### src/rtl/max_stream_tracker_if.sv
// Sample-in / result-out handshake bundle for max_stream_tracker.
// The master drives samples and out_ready; the slave returns in_ready and the result.
interface max_stream_tracker_if #(
    parameter int WIDTH = 8,
    parameter int WIN   = 16
);
    localparam int IW = $clog2(WIN);

    logic             in_valid;
    logic             in_ready;
    logic [WIDTH-1:0] in_data;
    logic             in_last;
    logic             out_valid;
    logic             out_ready;
    logic [WIDTH-1:0] out_max;
    logic [IW-1:0]    out_idx;
    logic [IW:0]      out_cnt;

    modport master (
        output in_valid, in_data, in_last, out_ready,
        input  in_ready, out_valid, out_max, out_idx, out_cnt
    );

    modport slave (
        input  in_valid, in_data, in_last, out_ready,
        output in_ready, out_valid, out_max, out_idx, out_cnt
    );
endinterface

### src/rtl/max_stream_tracker.sv
// Windowed running-maximum tracker: reports the first maximal sample of each
// window (WIN samples or fewer via in_last), its index and the window length.
module max_stream_tracker #(
    parameter int WIDTH = 8,
    parameter int WIN   = 16,
    parameter int DROP  = 0
) (
    input logic                clk,
    input logic                rst,
    max_stream_tracker_if.slave bus
);
    localparam int IW = $clog2(WIN);
    localparam logic [IW:0] LAST_CNT = (IW + 1)'(WIN - 1);

    typedef enum logic {ACCUM, HOLD} state_t;

    state_t           r_state,     w_state_nxt;
    logic [IW:0]      r_cnt,       w_cnt_nxt;
    logic [WIDTH-1:0] r_best,      w_best_nxt;
    logic [IW-1:0]    r_best_idx,  w_best_idx_nxt;
    logic [WIDTH-1:0] r_out_max,   w_out_max_nxt;
    logic [IW-1:0]    r_out_idx,   w_out_idx_nxt;
    logic [IW:0]      r_out_cnt,   w_out_cnt_nxt;
    logic             r_in_ready,  w_in_ready_nxt;
    logic             r_out_valid, w_out_valid_nxt;

    logic             w_in_xfer;
    logic             w_take;
    logic [WIDTH-1:0] w_upd_best;
    logic [IW-1:0]    w_upd_idx;
    logic [IW:0]      w_cnt_inc;

    // Strict compare on the masked keys so ties keep the earlier sample.
    assign w_in_xfer  = bus.in_valid && r_in_ready;
    assign w_take     = (r_cnt == '0) || ((bus.in_data >> DROP) > (r_best >> DROP));
    assign w_upd_best = w_take ? bus.in_data : r_best;
    assign w_upd_idx  = w_take ? r_cnt[IW-1:0] : r_best_idx;
    assign w_cnt_inc  = r_cnt + 1'b1;

    always_comb begin
        w_state_nxt     = r_state;
        w_cnt_nxt       = r_cnt;
        w_best_nxt      = r_best;
        w_best_idx_nxt  = r_best_idx;
        w_out_max_nxt   = r_out_max;
        w_out_idx_nxt   = r_out_idx;
        w_out_cnt_nxt   = r_out_cnt;
        w_in_ready_nxt  = r_in_ready;
        w_out_valid_nxt = r_out_valid;

        case (r_state)
            ACCUM: begin
                if (w_in_xfer) begin
                    w_best_nxt     = w_upd_best;
                    w_best_idx_nxt = w_upd_idx;
                    w_cnt_nxt      = w_cnt_inc;
                    if ((r_cnt == LAST_CNT) || bus.in_last) begin
                        w_out_max_nxt   = w_upd_best;
                        w_out_idx_nxt   = w_upd_idx;
                        w_out_cnt_nxt   = w_cnt_inc;
                        w_cnt_nxt       = '0;
                        w_state_nxt     = HOLD;
                        w_in_ready_nxt  = 1'b0;
                        w_out_valid_nxt = 1'b1;
                    end
                end
            end
            HOLD: begin
                if (bus.out_ready) begin
                    w_state_nxt     = ACCUM;
                    w_in_ready_nxt  = 1'b1;
                    w_out_valid_nxt = 1'b0;
                end
            end
            default: w_state_nxt = ACCUM;
        endcase
    end

    always_ff @(posedge clk) begin
        if (rst) begin
            r_state     <= ACCUM;
            r_cnt       <= '0;
            r_best      <= '0;
            r_best_idx  <= '0;
            r_out_max   <= '0;
            r_out_idx   <= '0;
            r_out_cnt   <= '0;
            r_in_ready  <= 1'b1;
            r_out_valid <= 1'b0;
        end else begin
            r_state     <= w_state_nxt;
            r_cnt       <= w_cnt_nxt;
            r_best      <= w_best_nxt;
            r_best_idx  <= w_best_idx_nxt;
            r_out_max   <= w_out_max_nxt;
            r_out_idx   <= w_out_idx_nxt;
            r_out_cnt   <= w_out_cnt_nxt;
            r_in_ready  <= w_in_ready_nxt;
            r_out_valid <= w_out_valid_nxt;
        end
    end

    assign bus.in_ready  = r_in_ready;
    assign bus.out_valid = r_out_valid;
    assign bus.out_max   = r_out_max;
    assign bus.out_idx   = r_out_idx;
    assign bus.out_cnt   = r_out_cnt;
endmodule

### src/flat_wrapper.sv
// flat-port wrapper written by rule: the top's interface ports become plain ports
module max_stream_tracker_flat 
#(
    parameter int WIDTH = 8,
    parameter int WIN   = 16,
    parameter int DROP  = 0
)
  (clk, rst, bus_in_valid, bus_in_data, bus_in_last, bus_out_ready, bus_in_ready, bus_out_valid, bus_out_max, bus_out_idx, bus_out_cnt);
  max_stream_tracker_if #(.WIDTH(WIDTH), .WIN(WIN)) bus_i ();
  input logic clk;
  input logic rst;
  input wire logic [$bits(bus_i.in_valid)-1:0] bus_in_valid;
  input wire logic [$bits(bus_i.in_data)-1:0] bus_in_data;
  input wire logic [$bits(bus_i.in_last)-1:0] bus_in_last;
  input wire logic [$bits(bus_i.out_ready)-1:0] bus_out_ready;
  output wire logic [$bits(bus_i.in_ready)-1:0] bus_in_ready;
  output wire logic [$bits(bus_i.out_valid)-1:0] bus_out_valid;
  output wire logic [$bits(bus_i.out_max)-1:0] bus_out_max;
  output wire logic [$bits(bus_i.out_idx)-1:0] bus_out_idx;
  output wire logic [$bits(bus_i.out_cnt)-1:0] bus_out_cnt;
  assign bus_i.in_valid = bus_in_valid;
  assign bus_i.in_data = bus_in_data;
  assign bus_i.in_last = bus_in_last;
  assign bus_i.out_ready = bus_out_ready;
  assign bus_in_ready = bus_i.in_ready;
  assign bus_out_valid = bus_i.out_valid;
  assign bus_out_max = bus_i.out_max;
  assign bus_out_idx = bus_i.out_idx;
  assign bus_out_cnt = bus_i.out_cnt;
  max_stream_tracker #(.WIDTH(WIDTH), .WIN(WIN), .DROP(DROP)) u_core (.clk(clk), .rst(rst), .bus(bus_i));
endmodule
### config.mk
export PLATFORM = sky130hd
export DESIGN_NAME = max_stream_tracker_flat
export DESIGN_NICKNAME = d
export VERILOG_FILES = /design/src/rtl/max_stream_tracker_if.sv /design/src/rtl/max_stream_tracker.sv /design/src/flat_wrapper.sv
export SDC_FILE = /design/constraint.sdc
export NUM_CORES = 1
export LEC_CHECK = 0
export CELL_PAD_IN_SITES_DETAIL_PLACEMENT = 1
export CELL_PAD_IN_SITES_GLOBAL_PLACEMENT = 1
export CORE_MARGIN = 1.5
export CORE_UTILIZATION = 35
export CTS_CLUSTER_DIAMETER = 30
export DETAILED_ROUTE_END_ITERATION = 16
export PLACE_DENSITY = 0.81
export SYNTH_ARGS = -nofsm -noshare
export SYNTH_HDL_FRONTEND = slang
export SYNTH_SLANG_ARGS = --single-unit
### constraint.sdc
create_clock -name clk -period 1.7 [get_ports clk]
set_input_delay 0.34 -clock clk [delete_from_list [all_inputs] [get_ports clk]]
set_output_delay 0.34 -clock clk [all_outputs]
set_load 0.1 [all_outputs]
==> results of run 1 <==
synth_stat cells, types with 2 or more instances:
cell      number
nand4_1        2
a311oi_1      10
dfxtp_1       37
mux2i_1       11
o311a_1        2
nor2b_1        2
o21ai_2        2
nand2_1        9
nor2_1        24
ha_1          11
a211oi_1       3
o21ai_1        5
buf_2          5
buf_4          2
inv_1         13
clkbuf_1       4
nand3_1       15
a21oi_1       13
nand2b_1      23
nor3_1         3
nand3b_1       3
o21ai_0        7
xnor2_1        2
critical path: stages, from the launching register on:
cell and delay [ns]:
dfxtp_2 0.33, inv_1 0.09, ha_4 0.22, nor2b_2 0.15
o211a_1 0.26, o21ai_2 0.25, buf_4 0.25, nand3_4 0.09
a311oi_2 0.33
cell type report:
| class | instances | share of cell area [%] |
|---|---|---|
| clock buffer | 6 | 2.485 |
| inverter | 13 | 1.468 |
| clock inverter | 2 | 1.130 |
| sequential | 37 | 22.78 |
| timing repair buffer | 86 | 29.78 |
| multi-input combinational | 160 | 39.72 |
| tap | 70 | 2.636 |
power by group through the flow:
stage                     logic (uW)  clock network, uW  registers [uW]
final                            988                835             980
after global routing            1020                878             985
after CTS                        900                818             975
after detailed placement         821                  0             993
after global placement           794                  0             989
after floorplan                  245                  0            1210
metal layers:
| metal | share of wire, % | vias up | GRT usage [%] |
|---|---|---|---|
| li1 | - | 947 | - |
| met1 | 38 | 1129 | 29.42 |
| met2 | 53 | 93 | 47.79 |
| met3 | 4.2 | 38 | 5.238 |
| met4 | 4.6 | 0 | 13.89 |
| met5 | 0 | - | 0 |
stage by stage:
stage,total power (uW),worst slack [ns],TNS [ns],hold slack [ns],utilization (%)
CTS,2694,-0.2137,-3.554,0.4890,60.82
finish,2803,-0.3760,-6.206,0.5111,63.85
detailed placement,1814,-0.7320,-14.78,0.4681,54.04
floorplan,1455,-0.001713,-0.003426,0.4489,-
global route,2884,-0.4276,-7.999,0.5492,63.85
global placement,1783,-0.6178,-13.58,0.4593,54.04
worst paths after layout:
kind	startpoint	endpoint	slack, ns
setup reg to reg	u_core.r_best[1]	u_core.bus.out_max[5]	-0.38
hold / removal	u_core.r_best_idx[3]	u_core.r_best_idx[3]	0.51
setup / recovery	u_core.r_best[1]	u_core.bus.out_max[5]	-0.38
hold reg to reg	u_core.r_best_idx[3]	u_core.r_best_idx[3]	0.51
state kept, by name, indices dropped and copies added (netlist names):
| signal | cells |
|---|---|
| u_core.r_best | 8 |
| u_core.bus.out_max | 8 |
| u_core.r_cnt | 5 |
| u_core.r_state | 1 |
| u_core.bus.in_ready | 1 |
| u_core.bus.out_idx | 4 |
| u_core.bus.out_valid | 1 |
| u_core.r_best_idx | 4 |
| u_core.bus.out_cnt | 5 |
cells by family after synthesis:
logic type | count (synthesis) | share of synthesized area, %
AND/OR/NAND/NOR | 85 | 22.75
AO/OA/AOI/OAI | 50 | 18.50
flip-flops | 37 | 38.69
buffers and inverters | 26 | 6.208
multiplexers | 11 | 5.752
adder cells (fa/ha/maj) | 11 | 7.189
XOR/XNOR | 2 | 0.9152
timing repair:
action	in CTS	in global routing
resized for setup	43	21
cloned	2	2
endpoints found under the setup margin	28	30
pin swaps	32	16
buffers inserted	4	10
==> results.md, run 1 <==
- GRT overflow: 0
- Number of global-route vias before repair: 2357
- Internal power: 1807 uW
- LEAKAGE: 0.001278 uW
- Yosys warning count: 0
- Top cell type's share of synthesized area: 38.69%
- CTS Buf Count: 5
- Post-cts hold buffer count: 0
- Total core area: 5205 sq um
- Ant diodes: 0
- Placer Congestion: 0.7660
- H-tree depth: 2
- Worst Setup End Kind: flop
- Clock share of power: 29.8%
- Port Buffers: 31
- WL final: 8.746 mm
- Max VDD drop: 0.8814 mV
- Drt pass-1 iters: 4
- Root Driver: clkbuf_8
- # IOs: 32
- CTS tree: done
- Max Fanout on Critical Path: 8
- NumNets Final: 327
- Switching power: 995.9 uW
- Max-cap viol count: 0
- Final cell count without fillers: 374
- Final Hold Viols: 0
- Pwr dens: 843.4 nW/um^2
- Clock slew at reported path FFs: 0.08 ns
- Sequential share of power: 35.0%
- Post-route worst setup slack: -0.3760 ns
- Sw Share: 35.53%
- Post-synth ARST share: 0%
- Max Freq: 0.4817 GHz
- Post-Syn Nets: 246
- CP Data Required Time: 1.90 ns
- Clock Sinks: 37
- Final min period: 2.076 ns
- Tot GR Track Use: 26.62%
- DR vias: 2207
- WS Path Type: flop to flop
- Final worst-path cycle share: 122.1%
- Hold depth: 2
- Top_reg_cell synth: dfxtp_1
- Max Root-Sink Buffers: 2
- DR DRC count: 0
- Vias per cell: 5.901
- Slew @ Worst Pin: 0.3686 ns
- Slew Limit Fails: 0
- Synthesized instance count: 222
- Largest net degree at the start of global routing: 50
- Most frequent cells in the layout: buf_4, dfxtp_1, nand2b_1, buf_12, nor2_1
- Synthesized flop and latch total: 37
- Die area: 5922 sq um
- Antenna violations before repair: 0
- CP Launch Type: flop
- Hold Path Class: flop to flop
- Yosys cell types: 37
- Multi-input gate area: 1320 sq um
- Post-synthesis sequential area ratio: 38.69%
- Run status: finished, violations left
- Cell accounting for the most synthesized area: dfxtp_1
- Synth area leaders: dfxtp_1, nand2b_1, ha_1
- Finished Cell Area: 3323 sq um
- Register Area: 757.0 sq um
- FP Rows: 26
- R2R depth: 8
- Most common cell after layout, fill and taps aside: buf_4
- Setup violators final: 25
- Mean post-synth cell area: 8.623 sq um
- Starting Density: 36.78%
- Post-synth EDFFs: 0
- Dpl cell area: 2813 sq um
- Die width: 76.96 um
- Layout cells sized above 1: 44.74%
- Slew Limit Headroom: 75.35%
- Placed cells: 350
- Avg WL per Cell: 23.39 um
- Area growth from synthesis to layout: 73.59%
- Die Y: 76.96 um
- Skew-Pair Late Insertion Delay: 0.30 ns
- Final HPWL from detailed placement: 4.113 mm
- Global-route wire length before repair: 12.18 mm
- Filler instances: 550
- Final Skew: 0.01087 ns
- Violated checks: setup timing
- DRT iter0 DRCs: 189
- Logic pwr share: 35.3%
- WP data arrival: 2.27 ns
- Detail Route Antenna Nets: 0
- Netlist Area Pre-Place: 1914 sq um
- RSZ-0062 raised after global routing: yes
No activity file was read; power rests on OpenSTA's default activity.
==> inputs of run 2 (changes only) <==
- CORE_UTILIZATION: 35 -> 37
- CTS_BUF_LIST: not set -> sky130_fd_sc_hd__clkbuf_8
- PLACE_DENSITY: 0.81 -> 0.85
==> run 2 against run 1 <==
  * The run still ends with setup timing left
  * Worst hold slack improved by 0.014 ns
  * Sequential share of layout area down 0.55 points
  * Clock power down 23%
  * Sequential power grew 0.8%
  * Die area fell by 5.2%
  * Final cell count down 0.80%
  * Wire length is 9.1% higher
  * Clock skew is 0.0032 ns lower
  * Register-to-register slack got worse by 0.06 ns
  * Worst setup slack worse by 0.059 ns
==> results.md, run 2 (synthesized netlist as in run 1, its figures left out) <==
- Multi-input gate area: 1419 sq um (+7.5%)
- Max Root-Sink Buffers: 2 (unchanged)
- # IOs: 32 (unchanged)
- Root Driver: clkbuf_8
- Die width: 74.93 um (-2.6%)
- CP Launch Type: flop
- Tot GR Track Use: 29.48% (+2.9 points)
- Critical path cell sequence: inv_2, ha_4, nand4_1, nor2b_2, o21ai_4, a21oi_4, buf_6, mux2i_1
- Antenna violations before repair: 0 (unchanged)
- WP data arrival: 2.35 ns (+0.08 ns)
- Slew Limit Headroom: 76.81% (+1.5 points)
- Layout cells sized above 1: 50.33% (+5.6 points)
- Most frequent cells in the layout: buf_4, dfxtp_1, nand2b_1, buf_12, nor2_1
- DRT iter0 DRCs: 129 (-32%)
- Slew Limit Fails: 0 (unchanged)
- Number of global-route vias before repair: 2198 (-6.7%)
- Global-route wire length before repair: 11.90 mm (-2.3%)
- Max incr delay on CP: 0.37 ns (+0.04 ns)
- Filler instances: 493 (-10%)
- WL final: 9.544 mm (+9.1%)
- Run status: finished, violations left
- DR vias: 2152 (-2.5%)
- Starting Density: 39.48% (+2.7 points)
- Final HPWL from detailed placement: 4.644 mm (+13%)
- CTS Buf Count: 5 (unchanged)
- Final cell count without fillers: 371 (-0.80%)
- Hold Path Class: flop to flop
- Avg WL per Cell: 25.73 um (+10%)
- FP Rows: 25 (-3.8%)
- Max-cap viol count: 0 (unchanged)
- Total core area: 4848 sq um (-6.9%)
- Max VDD drop: 0.6200 mV (-30%)
- RSZ-0062 raised after global routing: yes
- Final Hold Viols: 0 (unchanged)
- Max Freq: 0.4683 GHz (-2.8%)
- Final Skew: 0.007700 ns (-0.003174 ns)
- CTS tree: done
- Setup violators final: 26 (+4.0%)
- Violated checks: setup timing
- DR DRC count: 0 (unchanged)
- Die area: 5615 sq um (-5.2%)
- Area growth from synthesis to layout: 78.17%
- Pwr dens: 788.4 nW/um^2 (-6.5%)
- Ant diodes: 0 (unchanged)
- Worst Setup End Kind: flop
- WS Path Type: flop to flop
- Drt pass-1 iters: 4 (unchanged)
- Placer Congestion: 0.8062 (+5.2%)
- Most common cell after layout, fill and taps aside: buf_4
- Largest net degree at the start of global routing: 50 (unchanged)
- Post-route worst setup slack: -0.4352 ns (-0.05924 ns)
- H-tree depth: 2 (unchanged)
- Register Area: 758.2 sq um (+0.17%)
- LEAKAGE: 0.001293 uW (+1.1%)
- Clock slew at reported path FFs: 0.08 ns (about the same)
- Final min period: 2.135 ns (+0.05924 ns)
- Max Fanout on Critical Path: 6 (-2)
- Final worst-path cycle share: 125.6% (+3.5 points)
- NumNets Final: 327 (unchanged)
- Port Buffers: 31 (unchanged)
- Vias per cell: 5.801 (-1.7%)
- GRT overflow: 0 (unchanged)
- Total Neg Setup Slack: -8.215 ns (-2.009 ns)
- Placed cells: 348 (-0.57%)
- Die Y: 74.93 um (-2.6%)
- Skew-Pair Late Insertion Delay: 0.31 ns (about the same)
- Slew @ Worst Pin: 0.3466 ns (-0.02197 ns)
- Clock Sinks: 37 (unchanged)
- CP Data Required Time: 1.91 ns (about the same)
- Detail Route Antenna Nets: 0 (unchanged)
- Slowest cell on the critical path: dfxtp_2
run 2: where the power goes:
part	internal (uW)	switching, uW
clock	279	367
combinational	439	616
sequential	923	64.6
run 2: path summary, 6_finish.rpt:
kind	start	end	slack [ns]	cells past startpoint
max	u_core.r_best[7]	u_core.r_best[7]	-0.44	8
min	u_core.r_cnt[0]	u_core.r_cnt[0]	0.53	2
max reg2reg	u_core.r_best[7]	u_core.r_best[7]	-0.44	8
min reg2reg	u_core.r_cnt[0]	u_core.r_cnt[0]	0.53	2
run 2: stage by stage:
stage / util (%) / setup WS [ns] / hold WS [ns] / instance area [sq um] / power [uW]
after global routing: 70.35 / -0.4636 / 0.5443 / 3411 / 2761
after detailed placement: 58.35 / -0.8464 / 0.4754 / 2829 / 1824
final: 70.35 / -0.4352 / 0.5250 / 3411 / 2689
after floorplan: - / -0.001713 / 0.4489 / 1976 / 1455
after CTS: 65.11 / -0.2489 / 0.4904 / 3157 / 2504
after global placement: 58.35 / -0.6322 / 0.4582 / 2829 / 1787
run 2: final cells by class:
class / instances / area share, %
sequential: 37 / 22.23
tap: 67 / 2.458
clock inverter: 3 / 0.4035
inverter: 13 / 1.431
timing repair buffer: 87 / 29.86
multi-input combinational: 159 / 41.60
clock buffer: 5 / 2.018
run 2: repair_timing:
| action | 4_1_cts | 5_1_grt |
|---|---|---|
| gates resized for setup | 54 | 37 |
| buffers inserted | 5 | 8 |
| gates cloned | 0 | 2 |
| pin swaps | 26 | 20 |
| hold buffers | 0 | 0 |
| setup endpoints to repair | 27 | 30 |
run 2: critical path, delay by kind of cell (launching register included):
family	cells	cell delay [ns]
AO/OA/AOI/OAI	2	0.43
adder cells (fa/ha/maj)	1	0.28
multiplexers	1	0.28
buffers and inverters	2	0.26
AND/OR/NAND/NOR	2	0.42
flip-flops	1	0.37
run 2: per-layer routing:
| metal | vias to the layer above | share of wire, % | track usage [%] |
|---|---|---|---|
| met5 | - | 0 | 0 |
| met4 | 0 | 4.6 | 16.36 |
| met3 | 37 | 4.1 | 4.016 |
| met2 | 86 | 52 | 52.41 |
| met1 | 1081 | 39 | 33.94 |
| li1 | 948 | - | - |
